[src/rtl/keypad_matrix_scanner_if.sv]
// Key event handshake between the keypad scanner (master) and its consumer (slave).
// key_release exists only when KEYPAD_RELEASE_EVT_EN is defined.
interface keypad_matrix_scanner_if #(
    parameter int KW = 4
);
    logic [KW-1:0] key_code;
    logic          key_valid;
    logic          key_ready;
`ifdef KEYPAD_RELEASE_EVT_EN
    logic          key_release;

    modport master (output key_code, key_valid, key_release, input key_ready);
    modport slave  (input key_code, key_valid, key_release, output key_ready);
`else
    modport master (output key_code, key_valid, input key_ready);
    modport slave  (input key_code, key_valid, output key_ready);
`endif
endinterface

[src/rtl/keypad_matrix_scanner.sv]
// ROWS x COLS keypad scanner: column strobing, frame debounce, key events via valid/ready.
// Optional release events are enabled with `define KEYPAD_RELEASE_EVT_EN.
module keypad_matrix_scanner #(
    parameter int ROWS     = 4,
    parameter int COLS     = 4,
    parameter int SCAN_DIV = 4,
    parameter int DEBOUNCE = 3,
    parameter int KW       = $clog2(ROWS*COLS)
) (
    input  logic                   clk,
    input  logic                   rst_n,
    input  logic [ROWS-1:0]        fila,
    output logic [COLS-1:0]        col,
    output logic [ROWS*COLS-1:0]   pressed_map,
    output logic                   multi,
    keypad_matrix_scanner_if.master evt
);
    localparam int N  = ROWS*COLS;
    localparam int DW = $clog2(SCAN_DIV);
    localparam int CW = (COLS > 1) ? $clog2(COLS) : 1;
    localparam int SW = $clog2(DEBOUNCE+1);

    logic [DW-1:0] r_dwell;
    logic [CW-1:0] r_colidx;
    logic [N-1:0]  r_raw, r_prev, r_pressed, r_pend;
    logic [SW-1:0] r_stable;
    logic [KW-1:0] r_code;
    logic          r_valid;

    logic          w_term, w_frame_end, w_upd, w_ack, w_hold, w_any;
    logic [N-1:0]  w_raw_nxt, w_set_p, w_clr, w_pend_nxt;
    logic [SW-1:0] w_stab_nxt;
    logic [KW-1:0] w_nxt_code;

    function automatic logic [KW-1:0] lowest(input logic [N-1:0] v);
        lowest = '0;
        for (int i = N-1; i >= 0; i--)
            if (v[i]) lowest = KW'(i);
    endfunction

    assign w_term      = (r_dwell == DW'(SCAN_DIV-1));
    assign w_frame_end = w_term && (r_colidx == CW'(COLS-1));

    // The frame compare uses raw with the last column's sample already merged in.
    always_comb begin
        w_raw_nxt = r_raw;
        for (int r = 0; r < ROWS; r++)
            w_raw_nxt[r*COLS + int'(r_colidx)] = fila[r];
    end

    assign w_stab_nxt = (w_raw_nxt == r_prev)
                      ? ((r_stable == SW'(DEBOUNCE)) ? r_stable : r_stable + SW'(1))
                      : SW'(1);
    assign w_upd   = w_frame_end && (w_stab_nxt == SW'(DEBOUNCE)) && (w_raw_nxt != r_pressed);
    assign w_set_p = w_upd ? (w_raw_nxt & ~r_pressed) : '0;

    assign w_ack  = r_valid && evt.key_ready;
    assign w_hold = r_valid && !evt.key_ready;
    assign w_clr  = w_ack ? (N'(1) << r_code) : '0;

`ifdef KEYPAD_RELEASE_EVT_EN
    logic [N-1:0] r_prel, w_prel_nxt, w_set_r;
    logic         r_rel, w_nxt_rel;

    assign w_set_r    = w_upd ? (r_pressed & ~w_raw_nxt) : '0;
    // Clear only the mask that the accepted event came from; a same-cycle set still wins.
    assign w_prel_nxt = (r_prel & ~(r_rel ? w_clr : '0)) | w_set_r;
    assign w_pend_nxt = (r_pend & ~(r_rel ? '0 : w_clr)) | w_set_p;
    assign w_any      = (|w_pend_nxt) || (|w_prel_nxt);
    assign evt.key_release = r_rel;

    always_comb begin
        w_nxt_code = r_code;
        w_nxt_rel  = r_rel;
        if (|w_pend_nxt) begin
            w_nxt_code = lowest(w_pend_nxt);
            w_nxt_rel  = 1'b0;
        end else if (|w_prel_nxt) begin
            w_nxt_code = lowest(w_prel_nxt);
            w_nxt_rel  = 1'b1;
        end
    end

    always_ff @(posedge clk or negedge rst_n) begin
        if (!rst_n) begin
            r_prel <= '0;
            r_rel  <= 1'b0;
        end else begin
            r_prel <= w_prel_nxt;
            if (!w_hold) r_rel <= w_nxt_rel;
        end
    end
`else
    assign w_pend_nxt = (r_pend & ~w_clr) | w_set_p;
    assign w_any      = |w_pend_nxt;

    always_comb begin
        w_nxt_code = r_code;
        if (|w_pend_nxt) w_nxt_code = lowest(w_pend_nxt);
    end
`endif

    always_ff @(posedge clk or negedge rst_n) begin
        if (!rst_n) begin
            r_dwell   <= '0;
            r_colidx  <= '0;
            r_raw     <= '0;
            r_prev    <= '0;
            r_pressed <= '0;
            r_stable  <= '0;
            r_pend    <= '0;
            r_code    <= '0;
            r_valid   <= 1'b0;
        end else begin
            if (w_term) begin
                r_dwell  <= '0;
                r_colidx <= (r_colidx == CW'(COLS-1)) ? '0 : r_colidx + CW'(1);
                r_raw    <= w_raw_nxt;
            end else begin
                r_dwell  <= r_dwell + DW'(1);
            end
            if (w_frame_end) begin
                r_prev   <= w_raw_nxt;
                r_stable <= w_stab_nxt;
            end
            if (w_upd) r_pressed <= w_raw_nxt;
            r_pend  <= w_pend_nxt;
            r_valid <= w_any;
            // Code is frozen while an offered event waits for the consumer.
            if (!w_hold) r_code <= w_nxt_code;
        end
    end

    assign col           = COLS'(1) << r_colidx;
    assign pressed_map   = r_pressed;
    assign multi         = |(r_pressed & (r_pressed - N'(1)));
    assign evt.key_code  = r_code;
    assign evt.key_valid = r_valid;
endmodule

[src/flat_wrapper.sv]
// flat-port wrapper written by rule: the top's interface ports become plain ports
module keypad_matrix_scanner_flat 
#(
    parameter int ROWS     = 4,
    parameter int COLS     = 4,
    parameter int SCAN_DIV = 4,
    parameter int DEBOUNCE = 3,
    parameter int KW       = $clog2(ROWS*COLS)
)
  (clk, rst_n, fila, col, pressed_map, multi, evt_key_code, evt_key_valid, evt_key_ready);
  keypad_matrix_scanner_if #(.KW(KW)) evt_i ();
  input  logic clk;
  input  logic rst_n;
  input  logic [ROWS-1:0] fila;
  output logic [COLS-1:0] col;
  output logic [ROWS*COLS-1:0] pressed_map;
  output logic multi;
  output wire logic [$bits(evt_i.key_code)-1:0] evt_key_code;
  output wire logic [$bits(evt_i.key_valid)-1:0] evt_key_valid;
  input wire logic [$bits(evt_i.key_ready)-1:0] evt_key_ready;
  assign evt_key_code = evt_i.key_code;
  assign evt_key_valid = evt_i.key_valid;
  assign evt_i.key_ready = evt_key_ready;
  keypad_matrix_scanner #(.ROWS(ROWS), .COLS(COLS), .SCAN_DIV(SCAN_DIV), .DEBOUNCE(DEBOUNCE), .KW(KW)) u_core (.clk(clk), .rst_n(rst_n), .fila(fila), .col(col), .pressed_map(pressed_map), .multi(multi), .evt(evt_i));
endmodule
[config.mk]
export PLATFORM = sky130hd
export DESIGN_NAME = keypad_matrix_scanner_flat
export DESIGN_NICKNAME = d
export VERILOG_FILES = /design/src/rtl/keypad_matrix_scanner_if.sv /design/src/rtl/keypad_matrix_scanner.sv /design/src/flat_wrapper.sv
export SDC_FILE = /design/constraint.sdc
export NUM_CORES = 1
export LEC_CHECK = 0
export BUFFER_PORTS_ARGS = -buffer_cell sky130_fd_sc_hd__clkbuf_2
export CAP_MARGIN = 20
export CORE_UTILIZATION = 45
export CTS_CLUSTER_DIAMETER = 120
export DETAILED_ROUTE_END_ITERATION = 12
export GPL_ROUTABILITY_DRIVEN = 0
export SLEW_MARGIN = 20
export SYNTH_ARGS = -nofsm -noshare
export SYNTH_HDL_FRONTEND = slang
export SYNTH_SLANG_ARGS = --single-unit
export TNS_END_PERCENT = 1
[constraint.sdc]
create_clock -name clk -period 5.59 [get_ports clk]
set_input_delay 0.2795 -clock clk [delete_from_list [all_inputs] [get_ports clk]]
set_output_delay 0.2795 -clock clk [all_outputs]
set_load 0.02 [all_outputs]
# After elaboration in Yosys (flattened, before gate mapping)
# Index checks and enable logic that the tools add are counted.
[word_totals]
word_cells = 86
ram_bits = 0
latchBits = 0
ff_bits = 75
romBits = 0
out_inout_bits = 26
memories = 0
[classes]
add_sub_neg = 7
n_mux = 34
n_eq_ne = 6
reduce_logical = 13
bitwise_logic = 7
mul = 0
order_cmp = 8
n_div = 0
shift = 2
[op_table]
columns = ["op", "count"]
rows = [
  ["greater-or-equal comparator 32 x 1 -> 1 bit (second input constant)", 3],
  ["less-than comparator 32 x 6 -> 1 bit (second input constant)", 3],
  ["bitwise mux 16 bit", 4],
  ["2-to-1 mux 4 bit", 16],
  ["bitwise AND 16 bit", 3],
  ["2-to-1 mux 16 bit", 2],
  ["inverter 16 bit", 2],
  ["OR reduction 16 bit", 2],
  ["== test 16 bit", 1],
  ["!= test 16 bit", 1],
  ["OR 16 bit", 1],
  ["<< shifter 1 x 4 -> 16 bit (first input constant)", 1],
  ["subtractor 16 x 1 -> 16 bit (second input constant)", 1],
  ["demux 1 bit (select 4 bit)", 3],
  ["adder 4 x 2 -> 5 bit (first input constant)", 2],
  ["logical AND 1 bit", 9],
  ["== test 2 bit (second input constant)", 4],
  ["2-to-1 mux 2 bit", 4],
  ["adder 2 x 1 -> 2 bit (second input constant)", 3],
  ["less-than comparator 2 x 5 -> 1 bit (second input constant)", 1],
  ["adder 3 x 2 -> 4 bit (first input constant)", 1],
  ["2-to-1 mux 1 bit", 4],
  ["<< shifter 1 x 2 -> 4 bit (first input constant)", 1],
  ["demux 1 bit (select 2 bit)", 1],
  ["4 further kinds", 4],
]

# Logic depth before layout (Yosys ltp)
[logic_depth]
word_depth = 31
ltp_mapped = 15
ltp_nobuf = 13

# Least setup slack after synthesis
# Ideal clock, no wire load.
[synth_path]
kind = "reg2reg"
from = "register u_core.r_colidx[0]"
to = "register u_core.r_code[0], in the netlist u_core.evt.key_code[0]"
stages_incl_launch_ff = 15
synth_period_minus_slack_ns = 3.274
path_slack_ns = 2.316
arrival_time_ns = 3.140
n_path_buf = 2
setup_ns = 0.134
cell_sequence = "dfrtp_1 -> inv_1 -> ha_1 -> buf_2 -> mux2i_2 -> inv_1 -> ha_1 -> nand4_1 -> nor4_1 -> nor2_1 -> clkbuf_1 -> a31oi_1 -> a21bo_1 -> a311oi_1 -> o211ai_1"
[synth_via]
elab_chain_cells = 31
[synth_lines]
columns = ["element", "line", "source"]
rows = [
  ["from (decl)", "keypad_matrix_scanner.sv:24", "logic [CW-1:0] r_colidx;"],
  ["from (signal assigned)", "keypad_matrix_scanner.sv:117", "r_colidx <= (r_colidx == CW'(COLS-1)) ? '0 : r_colidx + CW'(1);"],
  ["adder 3 x 2 -> 4 bit", "keypad_matrix_scanner.sv:48", "w_raw_nxt[r*COLS + int'(r_colidx)] = fila[r];"],
  ["greater-or-equal comparator 32 x 1 -> 1 bit (not written as such) / less-than comparator 32 x 6 -> 1 bit (equally long branches)", "keypad_matrix_scanner.sv:48", ""],
  ["logical AND 1 bit (not written as such)", "keypad_matrix_scanner.sv:48", ""],
  ["2-to-1 mux 1 bit (not written as such)", "keypad_matrix_scanner.sv:48", ""],
  ["demux 1 bit (select 4 bit)", "n/a", ""],
  ["bitwise mux 16 bit (2 in series)", "keypad_matrix_scanner.sv:48", ""],
  ["bitwise mux 16 bit *", "keypad_matrix_scanner.sv:48", ""],
  ["named net u_core.w_raw_nxt[12]", "keypad_matrix_scanner.sv:31", "logic [N-1:0] w_raw_nxt, w_set_p, w_clr, w_pend_nxt;"],
  ["== test 16 bit", "keypad_matrix_scanner.sv:51", "assign w_stab_nxt = (w_raw_nxt == r_prev)"],
  ["2-to-1 mux 2 bit", "keypad_matrix_scanner.sv:52", "? ((r_stable == SW'(DEBOUNCE)) ? r_stable : r_stable + SW'(1))"],
  ["== test 2 bit", "keypad_matrix_scanner.sv:54", "assign w_upd = w_frame_end && (w_stab_nxt == SW'(DEBOUNCE)) && (w_raw_nxt != r_pressed);"],
  ["logical AND 1 bit (2 in series)", "keypad_matrix_scanner.sv:54", ""],
  ["2-to-1 mux 16 bit *", "keypad_matrix_scanner.sv:55", "assign w_set_p = w_upd ? (w_raw_nxt & ~r_pressed) : '0;"],
  ["OR 16 bit *", "keypad_matrix_scanner.sv:94", "assign w_pend_nxt = (r_pend & ~w_clr) | w_set_p;"],
  ["2-to-1 mux 4 bit (16 in series)", "keypad_matrix_scanner.sv:38", "if (v[i]) lowest = KW'(i);"],
  ["to (signal assigned)", "keypad_matrix_scanner.sv:130", "if (!w_hold) r_code <= w_nxt_code;"],
  ["to (decl)", "keypad_matrix_scanner.sv:27", "logic [KW-1:0] r_code;"],
]
# Mark *: on every way through the listed nets, which the timed path passes. The rest lies on a longest branch.
# A chain may end at the register's enable or synchronous reset.

# Final worst setup path
[layout_path]
from = "register u_core.r_colidx[1]"
to = "register u_core.r_code[0], in the netlist u_core.evt.key_code[0]"
[layout_rtl]
columns = ["element", "line", "source"]
rows = [
  ["adder 3 x 2 -> 4 bit, or another cell as far along", "keypad_matrix_scanner.sv:48", ""],
  ["greater-or-equal comparator 32 x 1 -> 1 bit (not written as such), or another cell as far along", "keypad_matrix_scanner.sv:48", ""],
  ["logical AND 1 bit (not written as such) / 2-to-1 mux 1 bit (equally long branches)", "keypad_matrix_scanner.sv:48", ""],
  ["2-to-1 mux 1 bit (not written as such) / demux 1 bit (select 2 bit) (equally long branches)", "n/a", ""],
  ["demux 1 bit (select 4 bit) / bitwise mux 16 bit (equally long branches)", "n/a", ""],
  ["bitwise mux 16 bit (2 in series)", "keypad_matrix_scanner.sv:48", ""],
  ["bitwise mux 16 bit *", "keypad_matrix_scanner.sv:48", ""],
  ["named net u_core.w_raw_nxt[3]", "keypad_matrix_scanner.sv:31", ""],
  ["[2 not listed]", "n/a", ""],
  ["== test 2 bit", "keypad_matrix_scanner.sv:54", ""],
  ["logical AND 1 bit", "keypad_matrix_scanner.sv:54", ""],
  ["logical AND 1 bit *", "keypad_matrix_scanner.sv:54", ""],
  ["2-to-1 mux 16 bit *", "keypad_matrix_scanner.sv:55", ""],
  ["OR 16 bit *", "keypad_matrix_scanner.sv:94", ""],
  ["named net u_core.w_pend_nxt[0]", "keypad_matrix_scanner.sv:31", ""],
  ["OR reduction 16 bit", "keypad_matrix_scanner.sv:99", "if (|w_pend_nxt) w_nxt_code = lowest(w_pend_nxt);"],
  ["AND reduction 2 bit (no source line)", "n/a", ""],
]
# Marks and branches as above.

==> impl_metrics.json <==
{
  "synth_edf_count": 0,
  "wl_per_cell_um": 17.82,
  "post_synth_num_cell_types": 58,
  "drive_gt1_share_pct": 12.55,
  "worstPathArrival_ns": 4.25,
  "die_height_um": 98.67,
  "critical_path.n_buffers_inverters": 1,
  "synth_area_mm2": 0.004205,
  "post-route-min-period_ns": 3.980,
  "layout_cell_area_excl_fill_mm2": 0.004690,
  "clock-skew-final_ns": 0.01200,
  "timing.critical_path.to_type": "register",
  "total_grt_usage_pct": 23.54,
  "crit_path_frequent_cell": "sky130_fd_sc_hd__ha_1",
  "cts.repair_timing.setup_buffer_count": 0,
  "rr_startpoint": "u_core.r_colidx[1]",
  "die_area_mm2": 0.009736,
  "synthDominantCellAreaShare_pct": 44.63,
  "routed_via_density": 5.738,
  "synth_fp_nets": 492,
  "post_cts_resize_count": 0,
  "initial_utilization_pct": 47.30,
  "layout.core_utilization_pct": 52.74,
  "detailedRoute.firstIterationViolations": 184,
  "cts_hold_repair.buffers": 0,
  "clkSlewWorstSetupHoldPaths_ns": 0.09,
  "postPlaceCellArea_mm2": 0.004449,
  "grt_overflow": 0,
  "pwr_density_cell_mw_per_mm2": 244.1,
  "max_freq_mhz": 251.3,
  "critPathKind": "reg2reg",
  "core_area_mm2": 0.008891,
  "pin_count_of_the_biggest_net_entering_global_routing": 76,
  "tritoncts_num_sinks": 75,
  "average_cell_area_after_synthesis_um2": 9.102,
  "yosys.cell_count.top_type": "sky130_fd_sc_hd__dfrtp_1",
  "grt_pass1_wl_mm": 17.41,
  "finalSetupViolCount": 0,
  "path_cells": "ha_1 > mux2i_1 > inv_1 > ha_1 > nand4_1 > nor4_1 > nor2_1 > and2_1 > a21o_1 > or4_1 > o211ai_1",
  "pin_count": 33,
  "vdd_ir_drop_max_mv": 0.1713,
  "worst_path_largest_cell_delay_ns": 0.62,
  "postSynth.asyncResetShare_pct": 100.0,
  "timing.final.max_slew_violations": 0,
  "setup_repair_after_global_routing_missed_its_margin": "false",
  "route.vias.total": 3454,
  "tritoncts_clock_tree": "built",
  "final.period_utilization_pct": 71.19,
  "startpoint": "u_core.r_colidx[1]",
  "worst_hold_path_type": "in2async",
  "io_buffers": 32,
  "crit_path_max_fanout": 15,
  "num_antenna_cells": 0,
  "dr.pass1.iters": 5,
  "timing.critical_path.max_delay_family": "simple AND/OR/NAND/NOR gates",
  "clk_latency_ns": 0.35,
  "hold_viol_final": 0,
  "leakage_nw": 2.252,
  "worstMarginPinSlew_ns": 0.9745,
  "required_time_reported_for_the_critical_path_endpoint_ns": 5.86,
  "setup_tns_ns": 0,
  "nets": 519,
  "first_global_vias": 3417,
  "die_width_um": 98.67,
  "ant_nets": 0,
  "drt_drc_violations_left": 0,
  "cts_root_buffer": "sky130_fd_sc_hd__clkbuf_8",
  "yosys-top-cells-count": "sky130_fd_sc_hd__dfrtp_1 (75), sky130_fd_sc_hd__nand2_1 (72), sky130_fd_sc_hd__inv_1 (40)",
  "cp_max_stage_cell": "sky130_fd_sc_hd__mux2i_1",
  "status": "finished clean",
  "initial_antenna_violation_count": 0,
  "routed_wirelength_mm": 10.73,
  "yosysWarnings": 0,
  "timing.slew.headroom_pct": 35.03,
  "post_synth_inst_count": 462,
  "max_cap_viol_count": 0,
  "synthDominantAreaCellType": "sky130_fd_sc_hd__dfrtp_1",
  "synth_top_flop_cell": "sky130_fd_sc_hd__dfrtp_1",
  "synthToLayoutAreaGrowth_pct": 11.51,
  "setup_crit_start_kind": "register",
  "place_hpwl_mm": 8.137,
  "synth-seq-cells": 75,
  "synthTopCellsByArea": "sky130_fd_sc_hd__dfrtp_1 (45%), sky130_fd_sc_hd__ha_1 (6.8%), sky130_fd_sc_hd__nand2_1 (6.4%), sky130_fd_sc_hd__inv_1 (3.6%), sky130_fd_sc_hd__xnor2_1 (3.1%)",
  "fill_cells": 843,
  "ys_seq_area_share_pct": 44.63,
  "core.rowCount": 34,
  "clockBufferDepth": 2,
  "htreeDepth": 3,
  "number_of_clock_buffers_inserted_by_tritoncts": 9
}
==> cell usage in the layout, fill, tap and decap left out, types with 8 or more instances in the layout <==
| cell type | n |
|---|---|
| sky130_fd_sc_hd__inv_1 | 40 |
| sky130_fd_sc_hd__nor2_1 | 30 |
| sky130_fd_sc_hd__a21oi_1 | 23 |
| sky130_fd_sc_hd__clkbuf_8 | 9 |
| sky130_fd_sc_hd__o21ai_1 | 22 |
| sky130_fd_sc_hd__dfrtp_1 | 75 |
| sky130_fd_sc_hd__nand2_1 | 72 |
| sky130_fd_sc_hd__o21ai_0 | 22 |
| sky130_fd_sc_hd__ha_1 | 23 |
| sky130_fd_sc_hd__nand4_1 | 8 |
| sky130_fd_sc_hd__xnor2_1 | 15 |
| sky130_fd_sc_hd__mux2i_1 | 11 |
| sky130_fd_sc_hd__clkbuf_2 | 31 |
==> cells by family after synthesis <==
| group | Yosys count | synth area share [%] |
|---|---|---|
| AND/OR/NAND/NOR | 148 | 16.69 |
| AO/OA/AOI/OAI | 120 | 17.85 |
| flip-flops | 75 | 44.63 |
| buffers and inverters | 61 | 5.742 |
| adder cells (fa/ha/maj) | 26 | 7.557 |
| XOR/XNOR | 16 | 3.332 |
| multiplexers | 16 | 4.195 |
==> state kept, by name, summed over array words and instances, names as in the netlist <==
name                  count
u_core.r_raw             16
u_core.r_colidx           2
u_core.r_prev            16
u_core.r_dwell            2
u_core.r_pend            16
u_core.evt.key_valid      1
u_core.pressed_map       16
u_core.evt.key_code       4
u_core.r_stable           2
==> per-layer routing <==
layer	track usage, %	routed length [µm]
met1	30.95	4894
met2	39.71	5214
met3	3.050	381
met4	9.185	238
met5	0	0
==> power by group <==
group	internal, W	leakage [nW]	switching (W)
registers	0.000554	0.965	0.00000746
clock network	0.000296	0.119	0.000212
logic	0.0000261	1.17	0.0000495
total	0.000876	2.25	0.000269
==> layout make-up <==
class,instances,area [µm²],area share [%]
clock buffer,9,123.9,2.641
clock inverter,7,116.4,2.481
inverter,40,150.1,3.202
multi-input combinational,326,2087,44.50
sequential,75,1877,40.02
tap,108,135.1,2.882
timing repair buffer,37,200.2,4.269
==> final timing paths <==
path | slack (ns) | cells after the start | to
setup reg to reg | 1.61 | 11 | u_core.evt.key_code[0]
max in group asynchronous | 4.87 | 1 | u_core.r_dwell[0]
hold / removal | 0.04 | 1 | u_core.pressed_map[5]
hold reg to reg | 0.43 | 1 | u_core.r_dwell[0]
min in group clk | 0.25 | 3 | u_core.r_prev[11]
setup / recovery | 1.61 | 11 | u_core.evt.key_code[0]
==> per-stage QoR <==
stage | setup WS, ns | total power (W) | hold slack (ns) | std cells
global route | 1.419 | 0.001185 | 0.1708 | 602
global placement | 1.741 | 0.0006477 | 0.4160 | 586
finish | 1.610 | 0.001145 | 0.04198 | 602
detailed placement | 1.641 | 0.0006487 | 0.4266 | 586
CTS | 1.608 | 0.001155 | 0.1181 | 602
floorplan | 2.316 | 0.0006123 | -0.01609 | 462
Power figures use the tool's default switching activity.
